==> config.mk <==
export PLATFORM = sky130hd
export DESIGN_NAME = muldiv_ctrl
export DESIGN_NICKNAME = d
export VERILOG_FILES = /design/src/rtl/muldiv_ctrl.sv
export SDC_FILE = /design/constraint.sdc
export NUM_CORES = 1
export LEC_CHECK = 0
export ABC_AREA = 1
export CAP_MARGIN = 30
export CORE_MARGIN = 2
export CORE_UTILIZATION = 25
export CTS_BUF_LIST = sky130_fd_sc_hd__clkbuf_4 sky130_fd_sc_hd__clkbuf_8
export CTS_CLUSTER_DIAMETER = 40
export DETAILED_ROUTE_END_ITERATION = 8
export SLEW_MARGIN = 5
export SYNTH_ARGS = -nofsm -noshare
export SYNTH_HDL_FRONTEND = slang
export SYNTH_SLANG_ARGS = --single-unit
==> constraint.sdc <==
create_clock -name clk -period 1.5 [get_ports clk]
set_input_delay 0.225 -clock clk [delete_from_list [all_inputs] [get_ports clk]]
set_output_delay 0.225 -clock clk [all_outputs]
set_load 0.05 [all_outputs]
==> src/rtl/muldiv_ctrl.sv <==
// muldiv_ctrl
//   Sequencer for the multi-cycle multiply/divide datapath. It owns the
//   architectural HI/LO registers and accepts one operation at a time from
//   the control unit. MULT/DIV launch the iterative units through a
//   start/done handshake, and the control unit is stalled while a unit is
//   running. MFHI/MFLO/MTHI/MTLO each complete in a single cycle.
//
//   Optional feature: define MULDIV_TIMEOUT_EN to add a wait watchdog. If a
//   unit does not report done within TIMEOUT wait cycles, the operation is
//   aborted (timeout + unit_abort pulses) and HI/LO are left unchanged.
//   Without the macro, a wait lasts until done, and timeout/unit_abort are
//   tied low.
//
// Ports
//   clk, reset                  rising-edge clock, synchronous active-high reset
//   op_valid, op_code           request; accepted when op_valid && op_ready
//   op_a, op_b                  operands (op_a is also the MTHI/MTLO data)
//   op_ready, busy              ready only in IDLE; busy is its complement
//   mult_start, div_start       one-cycle unit launch pulses
//   unit_a, unit_b              operands to both units, stable while busy
//   mult_done, div_done         unit completion pulses
//   mult_hi/lo, div_hi/lo       unit results (div_hi = remainder)
//   hi, lo                      architectural HI/LO
//   rd_data, rd_valid           MFHI/MFLO result and its one-cycle strobe
//   result_valid                one-cycle pulse when MULT/DIV updates HI/LO
//   div_zero                    one-cycle pulse for a DIV by zero (no launch)
//   unit_abort, timeout         one-cycle watchdog pulses
//
// States
//   IDLE       | ready for a new operation
//   MULT_START | mult_start asserted for this cycle
//   MULT_WAIT  | waiting for mult_done
//   DIV_START  | div_start asserted for this cycle
//   DIV_WAIT   | waiting for div_done

module muldiv_ctrl #(
  parameter int TIMEOUT = 64
) (
  input  logic        clk,
  input  logic        reset,
  input  logic        op_valid,
  input  logic [2:0]  op_code,
  input  logic [31:0] op_a,
  input  logic [31:0] op_b,
  output logic        op_ready,
  output logic        busy,
  output logic        mult_start,
  output logic        div_start,
  output logic [31:0] unit_a,
  output logic [31:0] unit_b,
  input  logic        mult_done,
  input  logic        div_done,
  input  logic [31:0] mult_hi,
  input  logic [31:0] mult_lo,
  input  logic [31:0] div_hi,
  input  logic [31:0] div_lo,
  output logic [31:0] hi,
  output logic [31:0] lo,
  output logic [31:0] rd_data,
  output logic        rd_valid,
  output logic        result_valid,
  output logic        div_zero,
  output logic        unit_abort,
  output logic        timeout
);

  localparam logic [2:0] OP_MULT = 3'b001;
  localparam logic [2:0] OP_DIV  = 3'b010;
  localparam logic [2:0] OP_MFHI = 3'b011;
  localparam logic [2:0] OP_MFLO = 3'b100;
  localparam logic [2:0] OP_MTHI = 3'b101;
  localparam logic [2:0] OP_MTLO = 3'b110;

  typedef enum logic [2:0] {
    IDLE,
    MULT_START,
    MULT_WAIT,
    DIV_START,
    DIV_WAIT
  } state_t;

  state_t state, state_nxt;
  logic   accept;
  logic   wait_hit;   // watchdog expiry in the current wait cycle
  logic   abort_now;  // expiry without a done in the same cycle

  always_ff @(posedge clk) begin
    if (reset) state <= IDLE;
    else       state <= state_nxt;
  end

  always_comb begin
    state_nxt  = state;
    mult_start = 1'b0;
    div_start  = 1'b0;
    op_ready   = 1'b0;
    abort_now  = 1'b0;
    case (state)
      IDLE: begin
        op_ready = 1'b1;
        if (op_valid) begin
          if (op_code == OP_MULT)
            state_nxt = MULT_START;
          else if (op_code == OP_DIV && op_b != 32'd0)
            state_nxt = DIV_START;
        end
      end
      MULT_START: begin
        mult_start = 1'b1;
        state_nxt  = MULT_WAIT;
      end
      MULT_WAIT: begin
        if (mult_done) begin
          state_nxt = IDLE;
        end else if (wait_hit) begin
          abort_now = 1'b1;
          state_nxt = IDLE;
        end
      end
      DIV_START: begin
        div_start = 1'b1;
        state_nxt = DIV_WAIT;
      end
      DIV_WAIT: begin
        if (div_done) begin
          state_nxt = IDLE;
        end else if (wait_hit) begin
          abort_now = 1'b1;
          state_nxt = IDLE;
        end
      end
      default: state_nxt = IDLE;
    endcase
  end

  assign busy   = ~op_ready;
  assign accept = op_valid & op_ready;

  // Accepts happen only in IDLE and completions only in a WAIT state, so the
  // HI/LO writes below can never collide in one cycle.
  always_ff @(posedge clk) begin
    if (reset) begin
      hi           <= 32'd0;
      lo           <= 32'd0;
      rd_data      <= 32'd0;
      unit_a       <= 32'd0;
      unit_b       <= 32'd0;
      rd_valid     <= 1'b0;
      result_valid <= 1'b0;
      div_zero     <= 1'b0;
    end else begin
      rd_valid     <= 1'b0;
      result_valid <= 1'b0;
      div_zero     <= 1'b0;
      if (accept) begin
        case (op_code)
          OP_MULT: begin
            unit_a <= op_a;
            unit_b <= op_b;
          end
          OP_DIV: begin
            if (op_b == 32'd0) begin
              div_zero <= 1'b1;
            end else begin
              unit_a <= op_a;
              unit_b <= op_b;
            end
          end
          OP_MFHI: begin
            rd_data  <= hi;
            rd_valid <= 1'b1;
          end
          OP_MFLO: begin
            rd_data  <= lo;
            rd_valid <= 1'b1;
          end
          OP_MTHI: hi <= op_a;
          OP_MTLO: lo <= op_a;
          default: ;
        endcase
      end
      if (state == MULT_WAIT && mult_done) begin
        hi           <= mult_hi;
        lo           <= mult_lo;
        result_valid <= 1'b1;
      end
      if (state == DIV_WAIT && div_done) begin
        hi           <= div_hi;
        lo           <= div_lo;
        result_valid <= 1'b1;
      end
    end
  end

`ifdef MULDIV_TIMEOUT_EN
  logic [7:0] wait_cnt;
  logic       timeout_q;

  // Cleared in the START cycle so it reads 0 in the first WAIT cycle; the
  // TIMEOUT-th wait cycle is the one where the count equals TIMEOUT-1.
  always_ff @(posedge clk) begin
    if (reset) begin
      wait_cnt  <= 8'd0;
      timeout_q <= 1'b0;
    end else begin
      timeout_q <= abort_now;
      if (state == MULT_START || state == DIV_START)
        wait_cnt <= 8'd0;
      else if (state == MULT_WAIT || state == DIV_WAIT)
        wait_cnt <= wait_cnt + 8'd1;
    end
  end

  assign wait_hit   = (wait_cnt == 8'(TIMEOUT - 1));
  assign timeout    = timeout_q;
  assign unit_abort = timeout_q;
`else
  assign wait_hit   = 1'b0;
  assign timeout    = 1'b0;
  assign unit_abort = 1'b0;
`endif

endmodule

==> tab_implementation.tex, run 1 <==
\begin{tabular}{lr}
\hline
Metric & Value \\
\hline
\multicolumn{2}{l}{\textbf{Finish}} \\
Layout cell share with drive strength beyond 1 & 42.3\% \\
Non-filler instance count after layout & 1875 \\
Layout overhead on the synthesized area & 112\% \\
Post-route cell area & 15700 µm² \\
Final core utilization & 53.4\% \\
Post-layout net count & 1672 \\
\multicolumn{2}{l}{\textbf{Floorplanning}} \\
Die Span Y & 176 µm \\
Effective utilization at floorplan & 25.2\% \\
CORE AREA & 29500 µm² \\
Boundary pin count & 369 \\
Die footprint & 31100 µm² \\
Horizontal die dimension & 176 µm \\
Site Rows & 63 \\
\multicolumn{2}{l}{\textbf{Global routing}} \\
GR Layer Usage met3 & 5.47\% \\
Met2 global-route usage & 39.7\% \\
Antenna violations before repair & 1 \\
Grt ovf & 0 \\
Routing layer with the top usage in global route & met2 \\
Number of global-route vias before repair & 9142 \\
First-pass GRT wire length & 56.7 mm \\
Global-route usage over all layers & 24.3\% \\
Maximum number of pins on one net before global-route repair & 67 \\
Met1 routing resource usage after global routing & 31.2\% \\
\multicolumn{2}{l}{\textbf{Flow run}} \\
Max-cap check violation count & 0 \\
\multicolumn{2}{l}{\textbf{Synth}} \\
Area share of the largest cell type after synthesis & 44.7\% \\
Library cell with the largest summed area after synthesis & sky130\_fd\_sc\_hd\_\_dfxtp\_1 \\
Yosys synthesis warning count & 0 \\
Gate Count Post-Synth & 1024 \\
Synthesis-stage register bit count & 166 \\
Sequential cell area fraction in the yosys report & 44.7\% \\
Average instance area after synthesis & 7.26 µm² \\
Largest cells by area after synthesis & sky130\_fd\_sc\_hd\_\_dfxtp\_1 45\%, sky130\_fd\_sc\_hd\_\_o21ai\_0 10\%, sky130\_fd\_sc\_hd\_\_nand4\_1 8.2\% \\
Netlist area before placement & 7440 µm² \\
Count of different cell masters after synthesis & 24 \\
\multicolumn{2}{l}{\textbf{CTS}} \\
Clock slew at the register clock pins of the worst setup and hold paths & 110 ps \\
Hold Buf Count CTS & 0 \\
Clock net sink count & 166 \\
Number of levels in the clock H-tree & 4 \\
Maximum buffer depth of the clock tree & 2 \\
Clock latency of the later-clocked register in the worst-skew pair & 470 ps \\
Clock tree from TritonCTS & built \\
Cts bufs inserted & 17 \\
Library cell used as clock root buffer & sky130\_fd\_sc\_hd\_\_clkbuf\_8 \\
\multicolumn{2}{l}{\textbf{STA}} \\
Final number of hold-violating endpoints & 0 \\
Final setup margin & -211 ps \\
Worst slack on hold paths & 44.9 ps \\
Tcrit/Tclk final & 114\% \\
Post-route clock skew & 11.4 ps \\
Final min period & 1710 ps \\
Post-Route Setup TNS & -20920 ps \\
FMAX & 0.584 GHz \\
Final setup violation count & 163 \\
Max-slew violation count & 0 \\
Setup repair after global routing missed its margin & true \\
\multicolumn{2}{l}{\textbf{Routing}} \\
Wirelength, routed & 42.6 mm \\
Initial drt markers & 603 \\
Via Count & 9765 \\
DRC violation count after routing & 0 \\
Final antenna-violating net count & 0 \\
Via count normalized by instance count & 5.21 \\
Post-DR wirelength/cell & 22.7 µm \\
DR pass1 iterations & 7 \\
\multicolumn{2}{l}{\textbf{Power}} \\
Power per cell area & 947 nW/µm² \\
Peak supply drop & 0.000526 V \\
Overall power & 14.9 mW \\
Leak & 6.44 nW \\
\multicolumn{2}{l}{\textbf{Setup path}} \\
Critical-path cell with the highest stage delay & sky130\_fd\_sc\_hd\_\_dfxtp\_2 \\
Worst path arrival time & 2070 ps \\
Delay of the slowest critical-path stage & 370 ps \\
Worst path most repeated cell & sky130\_fd\_sc\_hd\_\_buf\_6 \\
Sort of element at the start of the critical path & flop \\
Category of the most critical setup path & reg -> reg \\
Worst Setup End Kind & flop \\
Cell-by-cell listing of the critical path & buf\_6 > inv\_4 > nand2\_4 > nor2\_4 > buf\_6 > buf\_6 > nand2\_8 > buf\_12 > clkinv\_16 > clkbuf\_16 > nor2\_2 > nor2\_1 \\
Crit path launch & state[1] \\
Max Fanout on Critical Path & 8 \\
Beginning of the worst register-to-register path & state[1] \\
WP data required & 1860 ps \\
\multicolumn{2}{l}{\textbf{Place}} \\
Cells after DPL & 1743 \\
Placement-stage worst setup slack & -679 ps \\
Weighted congestion reported at the end of routability-driven placement & 0.819 \\
Placed instance area & 12000 µm² \\
Post-DP HPWL & 24.7 mm \\
Buffers on Ports & 366 \\
\multicolumn{2}{l}{\textbf{Outcome}} \\
Status & complete, but fails checks \\
Failing checks & negative setup slack \\
\multicolumn{2}{l}{\textbf{Min path}} \\
Startpoint of the tightest hold check path & op\_b[19] \\
Class of the tightest hold or removal check & in -> reg \\
\hline
\end{tabular}
[Yosys cell counts]
master	instances
sky130_fd_sc_hd__nor2_1	154
sky130_fd_sc_hd__clkinv_1	3
sky130_fd_sc_hd__nor3_1	3
sky130_fd_sc_hd__nand4_1	97
sky130_fd_sc_hd__a21oi_1	66
sky130_fd_sc_hd__nor2_2	1
sky130_fd_sc_hd__inv_1	7
sky130_fd_sc_hd__nand3_1	73
sky130_fd_sc_hd__clkbuf_1	58
sky130_fd_sc_hd__nand2_2	2
sky130_fd_sc_hd__nor2_4	1
sky130_fd_sc_hd__o21ai_1	72
sky130_fd_sc_hd__nand3b_1	1
sky130_fd_sc_hd__buf_4	6
sky130_fd_sc_hd__inv_2	5
sky130_fd_sc_hd__o21ai_4	2
sky130_fd_sc_hd__o21ai_0	154
sky130_fd_sc_hd__a31oi_1	32
sky130_fd_sc_hd__buf_2	32
sky130_fd_sc_hd__dfxtp_1	166
sky130_fd_sc_hd__conb_1	1
sky130_fd_sc_hd__o22ai_1	1
sky130_fd_sc_hd__nand2_1	81
sky130_fd_sc_hd__buf_1	6
[critical path, delay by kind of cell, from the launching register on]
kind,cells,cell delay (ps)
buffers and inverters,7,850
and+or+nand+nor,5,380
DFF,1,370
[layout make-up]
cell class | count | area [µm²]
multi-input cells | 742 | 4840
clock buffers | 19 | 249
repair buffers | 529 | 6580
repair inverters | 1 | 16.3
clock inverters | 12 | 146
inverters | 15 | 97.6
diodes | 1 | 2.50
flip-flops and latches | 166 | 3330
well taps | 390 | 488
fillers | 2643 | 13700
[cell usage in the layout, fill, tap and decap left out, types with 18 or more instances in the layout]
master / count
sky130_fd_sc_hd__a31oi_1: 24
sky130_fd_sc_hd__o21ai_2: 110
sky130_fd_sc_hd__nor2_1: 88
sky130_fd_sc_hd__nand4_1: 97
sky130_fd_sc_hd__buf_4: 173
sky130_fd_sc_hd__a21oi_1: 34
sky130_fd_sc_hd__buf_16: 24
sky130_fd_sc_hd__nand3_1: 65
sky130_fd_sc_hd__buf_6: 18
sky130_fd_sc_hd__dlymetal6s2s_1: 28
sky130_fd_sc_hd__nor2_4: 39
sky130_fd_sc_hd__clkdlybuf4s50_1: 167
sky130_fd_sc_hd__a21oi_2: 32
sky130_fd_sc_hd__o21ai_0: 48
sky130_fd_sc_hd__dfxtp_1: 163
sky130_fd_sc_hd__nor2_2: 29
sky130_fd_sc_hd__o21ai_1: 63
sky130_fd_sc_hd__buf_12: 89
sky130_fd_sc_hd__nand2_1: 69
[path summary, 6_finish.rpt]
kind,to,slack [ps],cells past startpoint
worst min-delay path,unit_b[19],40,3
worst min register to register,unit_b[29],490,2
worst max register to register,unit_b[31],-210,12
worst max-delay path,unit_b[31],-210,12
[kinds of logic after synthesis]
kind of cell    after synthesis  synth area share (%)
flops                       166                  44.7
buf+inv                     117                  6.75
compound gates              327                  22.9
simple gates                413                  25.6
other cells                   1                0.0504
[routing by layer]
layer	vias to the layer above	wire [µm]
met1	4681	17500
met3	72	3380
met5	-	0
met4	0	1310
li1	4564	-
met2	448	20400
[state kept, by name, indices dropped and copies added (netlist names)]
register,count
div_zero,1
state,3
rd_valid,1
unit_b,32
lo,32
unit_a,32
result_valid,1
hi,32
rd_data,32
[what timing repair did]
| item | 4_1_cts | 5_1_grt |
|---|---|---|
| pin swaps | 27 | 95 |
| endpoints found under the setup margin | 165 | 167 |
| gates resized for setup | 260 | 295 |
| setup buffers | 47 | 11 |
| cloned | 29 | 22 |
[power by group]
group	internal [mW]	switching, mW	leakage (nW)
sequential	4.78	0.417	1.36
combinational	2.83	3.43	4.89
clock	1.54	1.92	0.186
(Power assumes the default switching activity.)
==> inputs of run 2 (changes only) <==
--- a/config.mk
+++ b/config.mk
@@ -7,7 +7,6 @@
 export LEC_CHECK = 0
 export ABC_AREA = 1
 export CAP_MARGIN = 30
-export CORE_MARGIN = 2
 export CORE_UTILIZATION = 25
 export CTS_BUF_LIST = sky130_fd_sc_hd__clkbuf_4 sky130_fd_sc_hd__clkbuf_8
 export CTS_CLUSTER_DIAMETER = 40
==> run 2 against run 1 <==
The run still ends with negative setup slack left. First-iteration DRC count rose by 2.0%. Core utilization shrank 1.3 points. Clock skew increased by 5.1 ps.
==> tab_implementation.tex, run 2 (synthesis results as in run 1) <==
\begin{tabular}{lr}
\hline
Metric & Value \\
\hline
\multicolumn{2}{l}{\textbf{Outcome}} \\
Status & complete, but fails checks \\
Failing checks & negative setup slack \\
\multicolumn{2}{l}{\textbf{STA}} \\
Max-slew violation count & 0 \\
FMAX & 0.576 GHz \\
Final setup violation count & 165 \\
Post-route clock skew & 16.5 ps \\
Post-Route Setup TNS & -24010 ps \\
Tcrit/Tclk final & 116\% \\
Final number of hold-violating endpoints & 0 \\
Setup repair after global routing missed its margin & true \\
Final setup margin & -236 ps \\
Final min period & 1740 ps \\
Worst slack on hold paths & 50.2 ps \\
\multicolumn{2}{l}{\textbf{Place}} \\
Buffers on Ports & 366 \\
Weighted congestion reported at the end of routability-driven placement & 0.874 \\
Cells after DPL & 1739 \\
Post-DP HPWL & 24.5 mm \\
\multicolumn{2}{l}{\textbf{Min path}} \\
Class of the tightest hold or removal check & in -> reg \\
Startpoint of the tightest hold check path & op\_b[20] \\
\multicolumn{2}{l}{\textbf{CTS}} \\
Cts bufs inserted & 17 \\
Number of levels in the clock H-tree & 4 \\
Library cell used as clock root buffer & sky130\_fd\_sc\_hd\_\_clkbuf\_8 \\
Clock net sink count & 166 \\
Clock tree from TritonCTS & built \\
Clock slew at the register clock pins of the worst setup and hold paths & 120 ps \\
Clock latency of the later-clocked register in the worst-skew pair & 460 ps \\
Maximum buffer depth of the clock tree & 2 \\
\multicolumn{2}{l}{\textbf{Routing}} \\
Initial drt markers & 615 \\
Via Count & 9804 \\
Final antenna-violating net count & 0 \\
Via count normalized by instance count & 5.27 \\
DRC violation count after routing & 0 \\
DR pass1 iterations & 5 \\
Post-DR wirelength/cell & 22.5 µm \\
Wirelength, routed & 41.8 mm \\
\multicolumn{2}{l}{\textbf{Finish}} \\
Non-filler instance count after layout & 1861 \\
Layout overhead on the synthesized area & 103\% \\
Layout cell share with drive strength beyond 1 & 38.1\% \\
Post-layout net count & 1664 \\
Antenna cells & 0 \\
Final core utilization & 52.1\% \\
Commonest cells after routing, fill and taps aside & 174 x sky130\_fd\_sc\_hd\_\_buf\_4, 165 x sky130\_fd\_sc\_hd\_\_clkdlybuf4s50\_1, 163 x sky130\_fd\_sc\_hd\_\_dfxtp\_1 \\
Most common library cell in the layout ignoring fill and taps & sky130\_fd\_sc\_hd\_\_buf\_4 \\
\multicolumn{2}{l}{\textbf{Global routing}} \\
First-pass GRT wire length & 60.1 mm \\
Number of global-route vias before repair & 9787 \\
Antenna violations before repair & 1 \\
Maximum number of pins on one net before global-route repair & 52 \\
Grt ovf & 0 \\
Global-route usage over all layers & 26.3\% \\
\multicolumn{2}{l}{\textbf{Setup path}} \\
Cell-by-cell listing of the critical path & buf\_6 > inv\_6 > nand2\_4 > nor2\_4 > inv\_2 > o21ai\_4 > buf\_12 > buf\_12 > clkbuf\_16 > o21ai\_2 > a21oi\_1 \\
Worst path arrival time & 2120 ps \\
Crit path launch & state[1] \\
Critical-path cell with the highest stage delay & sky130\_fd\_sc\_hd\_\_dfxtp\_4 \\
Category of the most critical setup path & reg -> reg \\
Max Fanout on Critical Path & 5 \\
Delay of the slowest critical-path stage & 380 ps \\
Worst Setup End Kind & flop \\
Sort of element at the start of the critical path & flop \\
Worst path most repeated cell & sky130\_fd\_sc\_hd\_\_buf\_12 \\
Beginning of the worst register-to-register path & state[1] \\
WP data required & 1880 ps \\
\multicolumn{2}{l}{\textbf{Floorplanning}} \\
Die footprint & 30400 µm² \\
Die Span Y & 174 µm \\
Effective utilization at floorplan & 25.6\% \\
Boundary pin count & 369 \\
CORE AREA & 29000 µm² \\
Horizontal die dimension & 174 µm \\
Site Rows & 62 \\
\multicolumn{2}{l}{\textbf{Power}} \\
Peak supply drop & 0.000446 V \\
Overall power & 14.6 mW \\
Leak & 6.04 nW \\
Power per cell area & 967 nW/µm² \\
\multicolumn{2}{l}{\textbf{Flow run}} \\
Max-cap check violation count & 0 \\
\hline
\end{tabular}
## run 2: changes by cell type in the layout (fill, tap and decap cells not counted), sizes merged
cell / delta
dlygate4sd2: +23
dlymetal6s2s: -21
clkbuf: -7
clkinv: +4
clkinvlp: -3
bufbuf: -2
bufinv: -2
clkdlybuf4s50: -2
inv: +2
buf: +1
diode: -1
## run 2: per-stage QoR
| stage | setup slack, ps | instance area, µm² |
|---|---|---|
| after global placement | -592 | 12200 |
| after detailed placement | -560 | 12200 |
| after floorplan | -155 | 7470 |
| after CTS | -213 | 14800 |
| after global routing | -292 | 15100 |
| final | -236 | 15100 |
## run 2: worst paths after layout
path | to | slack, ps | cells after the start
max | lo[11] | -240 | 11
min | unit_b[20] | 50 | 3
max reg2reg | lo[11] | -240 | 11
min reg2reg | unit_a[3] | 480 | 2
## run 2: layout make-up
cell class	instances	area, µm²
fillers	2668	13900
repair buffers	522	6340
multi-input cells	742	4470
flip-flops and latches	166	3330
well taps	384	480
clock buffers	18	248
clock inverters	14	155
inverters	15	93.8
## run 2: timing repair
item / in CTS / in global routing
endpoints found under the setup margin: 147 / 167
gates resized for setup: 309 / 134
pin swaps: 42 / 36
buffers inserted: 56 / 12
gates cloned: 37 / 8
hold buffers: 0 / 0
endpoints found under the hold margin: 0 / 0
## run 2: where the power goes
| part | internal (mW) | switching, mW |
|---|---|---|
| clock | 1.31 | 2.11 |
| combinational | 2.66 | 3.35 |
| sequential | 4.78 | 0.387 |
## run 2: critical path, delay by kind of cell, from the launching register on
kind / cells / cell delay, ps
and+or+nand+nor: 2 / 230
DFF: 1 / 380
AOI/OAI and AO/OA: 3 / 360
buffers and inverters: 6 / 690
## run 2: routing by layer
layer  share of wire (%)  track usage, %  up-vias  routed length (µm)
met4                 2.3            8.19        2                 971
li1                    -               -     4548                   -
met5               0.029               0        -                  12
met3                 8.9            7.37       68                3720
met1                  42            33.3     4691               17700
met2                  47            42.9      495               19500
